File: config.mk
export PLATFORM = sky130hd
export DESIGN_NAME = memory_bank_config_writer
export DESIGN_NICKNAME = d
export VERILOG_FILES = /design/src/rtl/memory_bank_config_writer.sv
export SDC_FILE = /design/constraint.sdc
export NUM_CORES = 1
export LEC_CHECK = 0
export ABC_CLOCK_PERIOD_IN_PS = 2200
export CAP_MARGIN = 20
export CORE_MARGIN = 3
export CORE_UTILIZATION = 48
export DETAILED_ROUTE_END_ITERATION = 8
export PLACE_DENSITY = 0.91
export SETUP_SLACK_MARGIN = 0.05
export SLEW_MARGIN = 20
export SYNTH_ARGS = -nofsm -noshare
export SYNTH_HDL_FRONTEND = slang
export SYNTH_SLANG_ARGS = --single-unit
File: constraint.sdc
create_clock -name prog_clk -period 2.2 [get_ports prog_clk]
set_input_delay 0.55 -clock prog_clk [delete_from_list [all_inputs] [get_ports prog_clk]]
set_output_delay 0.55 -clock prog_clk [all_outputs]
set_load 0.01 [all_outputs]
File: src/rtl/memory_bank_config_writer.sv
// rtl/memory_bank_config_writer.sv - BL/WL memory-bank row writer (setup, one-hot WL pulse, hold)
// Optional even-parity check on config words when CFG_PARITY_EN is defined.
module memory_bank_config_writer #(
  parameter int NUM_BL       = 6,
  parameter int NUM_WL       = 10,
  parameter int ADDR_WIDTH   = 4,
  parameter int SETUP_CYCLES = 1,
  parameter int PULSE_CYCLES = 2,
  parameter int CNT_WIDTH    = 16
) (
  input  logic                  prog_clk,
  input  logic                  prog_reset,
  input  logic                  cfg_valid,
  output logic                  cfg_ready,
  input  logic [ADDR_WIDTH-1:0] cfg_addr,
  input  logic [NUM_BL-1:0]     cfg_data,
`ifdef CFG_PARITY_EN
  input  logic                  cfg_parity,
`endif
  output logic [NUM_BL-1:0]     bl,
  output logic [NUM_WL-1:0]     wl,
  output logic                  cfg_busy,
  output logic                  cfg_err,
  input  logic                  cfg_err_clr,
  output logic [CNT_WIDTH-1:0]  rows_written
);

  typedef enum logic [2:0] {S_IDLE, S_SETUP, S_PULSE, S_HOLD, S_ERR} state_t;

  localparam int TMAX = (SETUP_CYCLES > PULSE_CYCLES) ? SETUP_CYCLES : PULSE_CYCLES;
  localparam int TW   = (TMAX > 1) ? $clog2(TMAX) : 1;

  state_t                state_q, state_d;
  logic [TW-1:0]         tmr_q, tmr_d;
  logic [ADDR_WIDTH-1:0] addr_q, addr_d;
  logic [NUM_BL-1:0]     data_q, data_d;
  logic [NUM_BL-1:0]     bl_q, bl_d;
  logic [NUM_WL-1:0]     wl_q, wl_d;
  logic                  ready_q, ready_d;
  logic                  busy_q, busy_d;
  logic                  err_q, err_d;
  logic [CNT_WIDTH-1:0]  cnt_q, cnt_d;
  logic                  hs, addr_ok, par_ok;

  assign hs      = cfg_valid & ready_q & (state_q == S_IDLE);
  assign addr_ok = 32'(cfg_addr) < 32'(NUM_WL);
`ifdef CFG_PARITY_EN
  assign par_ok  = ~(^{cfg_addr, cfg_data, cfg_parity});
`else
  assign par_ok  = 1'b1;
`endif

  always_comb begin
    state_d = state_q;
    tmr_d   = tmr_q;
    addr_d  = addr_q;
    data_d  = data_q;
    cnt_d   = cnt_q;
    err_d   = err_q;
    case (state_q)
      S_IDLE: begin
        if (hs) begin
          addr_d = cfg_addr;
          data_d = cfg_data;
          if (addr_ok && par_ok) begin
            state_d = S_SETUP;
            tmr_d   = TW'(SETUP_CYCLES - 1);
          end else begin
            state_d = S_ERR;
          end
        end
      end
      S_SETUP: begin
        if (tmr_q == '0) begin
          state_d = S_PULSE;
          tmr_d   = TW'(PULSE_CYCLES - 1);
        end else begin
          tmr_d = tmr_q - TW'(1);
        end
      end
      S_PULSE: begin
        if (tmr_q == '0) state_d = S_HOLD;
        else             tmr_d   = tmr_q - TW'(1);
      end
      S_HOLD: begin
        state_d = S_IDLE;
        if (cnt_q != '1) cnt_d = cnt_q + CNT_WIDTH'(1);
      end
      S_ERR:   state_d = S_IDLE;
      default: state_d = S_IDLE;
    endcase

    // Error set takes priority over a coincident clear.
    if (cfg_err_clr)        err_d = 1'b0;
    if (state_q == S_ERR)   err_d = 1'b1;

    // Outputs are registered from the current state, so they trail the state by one edge.
    bl_d    = (state_q inside {S_SETUP, S_PULSE, S_HOLD}) ? data_q : '0;
    wl_d    = (state_q == S_PULSE) ? (NUM_WL'(1) << addr_q) : '0;
    ready_d = (state_q == S_IDLE) && !hs;
    busy_d  = (state_q != S_IDLE);
  end

  always_ff @(posedge prog_clk) begin
    if (prog_reset) begin
      state_q <= S_IDLE;
      tmr_q   <= '0;
      addr_q  <= '0;
      data_q  <= '0;
      bl_q    <= '0;
      wl_q    <= '0;
      ready_q <= 1'b0;
      busy_q  <= 1'b0;
      err_q   <= 1'b0;
      cnt_q   <= '0;
    end else begin
      state_q <= state_d;
      tmr_q   <= tmr_d;
      addr_q  <= addr_d;
      data_q  <= data_d;
      bl_q    <= bl_d;
      wl_q    <= wl_d;
      ready_q <= ready_d;
      busy_q  <= busy_d;
      err_q   <= err_d;
      cnt_q   <= cnt_d;
    end
  end

  assign bl           = bl_q;
  assign wl           = wl_q;
  assign cfg_ready    = ready_q;
  assign cfg_busy     = busy_q;
  assign cfg_err      = err_q;
  assign rows_written = cnt_q;

endmodule

==> run metrics <==
result of the run=finished clean; total length of routed wires=4.12 mm; post-layout utilization of the core=68.8%; final-stage net count=274; insertion delay to the later sink of the worst-skew pair=0.30 ns; number of global-route vias before repair=1512; placement row count=22; capturing element type of the critical path=flip-flop; Final Wtd Congestion=0.847; RSZ-0062 raised after global routing=false; PnR worst setup slack=0.279 ns; Worst Hold Slack=0.457 ns; Seq pwr share=50.6%; root buffer cell=sky130_fd_sc_hd__clkbuf_8; number of H-tree levels=2; Max IR drop VDD=430 uV; Via Count=1600; maximum operating frequency=521 MHz; transition time at the pin with the least slew margin=0.608 ns; count of unique library cells instantiated by Yosys=36; DRC marker count from the first detailed-route iteration=105; kind of launch point of the worst setup path=flip-flop; quantity of hold-fixing buffers added after cts=0; clock-pin slew of the registers on the worst-case setup and hold paths=0.09 ns; pins over their slew limit=0; pin count of the biggest net entering global routing=25; max-cap violations=0; worst hold path type=reg2reg; Crit-path slowest cell=sky130_fd_sc_hd__nor4_1; Residual DRC=0; ant diodes=0; CP endpoint=rows_written[14]; type of the setup path with the least slack=reg2reg; kind of cell with the highest combined delay on the critical path=simple AND/OR/NAND/NOR gates; Slew Limit Headroom=59.1%; effective utilization at floorplan=51.2%; number of buffers and inverters on the critical path=0; maximum fanout along the worst path=7; Die Ht=69.4 um; maximum buffer depth of the clock tree=2; final critical delay including setup and external delays=1.92 ns; number of setup buffers added after CTS=0; flops & latches, synth=49; CORE AREA=3770 um^2; clk sink count=49; net switching share of the total power=24.6%; fraction of layout instances using a drive strength above 1=8.46%; die width=69.4 um; internal reg-to-reg setup slack=0.28 ns; Pleak=0.981 nW; arrival time of the worst setup path=2.13 ns; clock tree from TritonCTS=yes; startpoint of the worst register-to-register path=rows_written[0]; Cell Int Power=1.45 mW; cell depth of the worst setup path=5; number of nets produced by synthesis=220; all-layer global routing usage=18.0%; clock tree skew after final layout=0.00357 ns; fraction of the yosys area taken by sequential cells=50.8%; drt pass-1 iters=4; number of hold violations in the final report=0; Port Buf Inserts=48; cells after synthesis=205; number of ports placed on the die boundary=49; total negative slack for setup checks=0 ns; initial antenna violation count=0; Setup WS pre-CTS=0.249 ns; sum of net half-perimeters after detailed placement=3.00 mm; worst r2r dst=rows_written[14]; Warnings, synthesis=0; overall die area=4820 um^2; mean routed wirelength per cell=13.4 um; power dissipated by switching net loads=475 uW; number of buffers added by the clock tree synthesis step=5; Worst setup startpoint=rows_written[0]; first-pass GRT wire length=7.05 mm; DR vias/cell=5.19; Logic pwr share=15.2%; Req. time, crit path=2.41 ns; DRT antenna net count=0; Post-Syn Area=1930 um^2; part of the total power dissipated in the clock network=34.2%; average footprint of a synthesized cell=9.41 um^2; overflow left after global routing=0; share of the cycle needed by the critical path after routing=87.3%; number of setup violations in the final report=0; cell-by-cell listing of the critical path=ha_1, nand4_1, nor4_1, a21oi_1, a311oi_1; area grow syn2layout=34.5%; power density over the cells=743 nW/um^2; quantity of gates resized following cts=0; largest stage delay on the critical path=0.49 ns; number of cells on the worst reg-to-reg path=5
## power by group through the flow
stage / Sequential [mW] / Clock, mW / Combinational [mW]
after global placement: 0.992 / 0 / 0.280
final: 0.975 / 0.658 / 0.294
after global routing: 0.984 / 0.693 / 0.323
after detailed placement: 0.995 / 0 / 0.289
after floorplan: 0.995 / 0 / 0.181
after CTS: 0.975 / 0.664 / 0.295
## synthesized netlist by cell type (all sizes together)
library cell,count,area [um^2]
a41oi,1,8.76
and2,8,50.1
nand3,6,30.0
nand3b,1,7.51
and3b,1,8.76
or3,3,20.0
nor3,10,50.1
o31a,1,8.76
dfxtp,49,981
mux2,3,33.8
a221oi,2,17.5
or4,4,30.0
nor4b,1,8.76
nor2,29,109
nor4,6,37.5
a31oi,1,6.26
nand4,6,52.6
ha,1,12.5
nand2,7,26.3
and3,3,18.8
clkbuf,2,7.51
o31ai,6,45.0
o21ai,5,25.0
inv,4,15.0
nor2b,5,31.3
mux2i,11,110
nand2b,7,43.8
buf,7,47.6
a21oi,12,60.1
a311oi,2,17.5
or3b,1,8.76
## layer usage
metal / vias to the layer above / part of all wire (%) / track usage [%]
li1: 835 / - / -
met1: 731 / 45 / 22.6
met2: 32 / 50 / 30.0
met3: 2 / 3.8 / 4.93
met4: 0 / 0.78 / 5.21
met5: - / 0 / 0
## registers in the layout, summed over array words and instances, names as in the netlist
| register | count |
|---|---|
| cfg_ready | 1 |
| cfg_err | 1 |
| state_q | 3 |
| rows_written | 16 |
| addr_q | 4 |
| bl | 6 |
| data_q | 6 |
| tmr_q | 1 |
| wl | 10 |
| cfg_busy | 1 |
## logic make-up (layout without fill, tap and decap cells)
group	count (synthesis)	count (layout)	synth area share, %
adders and majority gates	1	1	0.648
AOI/OAI and AO/OA	30	30	9.79
DFF	49	49	50.8
buffers and inverters	13	68	3.63
and+or+nand+nor	98	98	27.6
muxes	14	14	7.46
## final cells by class
type	instances	area, um^2
fillers	278	1180
inverters	4	15.0
clock inverters	2	37.5
repair buffers	56	541
clock buffers	6	82.6
well taps	48	60.1
flip-flops and latches	49	981
multi-input cells	143	878
## stage by stage
step           std cells  power [mW]  cell area [um^2]
5_1_grt              308        2.00              2590
3_5_place_dp         300        1.28              2470
2_1_floorplan        205        1.18              1930
6_report             308        1.93              2590
3_3_place_gp         300        1.27              2470
4_1_cts              308        1.93              2590
## cells in the final DEF (no fill, tap or decap), types with 2 or more instances in the layout
cell,n
sky130_fd_sc_hd__a21oi_1,12
sky130_fd_sc_hd__a221oi_1,2
sky130_fd_sc_hd__a311oi_1,2
sky130_fd_sc_hd__and2_1,8
sky130_fd_sc_hd__and3_1,3
sky130_fd_sc_hd__buf_4,8
sky130_fd_sc_hd__clkbuf_8,6
sky130_fd_sc_hd__clkdlybuf4s50_1,48
sky130_fd_sc_hd__dfxtp_1,49
sky130_fd_sc_hd__inv_1,4
sky130_fd_sc_hd__mux2_2,3
sky130_fd_sc_hd__mux2i_1,11
sky130_fd_sc_hd__nand2_1,7
sky130_fd_sc_hd__nand2b_1,7
sky130_fd_sc_hd__nand3_1,6
sky130_fd_sc_hd__nand4_1,5
sky130_fd_sc_hd__nor2_1,29
sky130_fd_sc_hd__nor2b_1,5
sky130_fd_sc_hd__nor3_1,10
sky130_fd_sc_hd__nor4_1,6
sky130_fd_sc_hd__o21ai_0,5
sky130_fd_sc_hd__o31ai_1,6
sky130_fd_sc_hd__or3_1,2
sky130_fd_sc_hd__or4_1,4
## how the worst min path moves through the flow
stage,cells past startpoint,to,startpoint
4_1_cts,1,bl[4],data_q[4]
3_5_place_dp,1,bl[5],data_q[5]
5_1_grt,1,bl[4],data_q[4]
6_report,1,bl[4],data_q[4]
2_1_floorplan,1,bl[0],data_q[0]
3_3_place_gp,1,bl[4],data_q[4]
(Power assumes the default switching activity.)
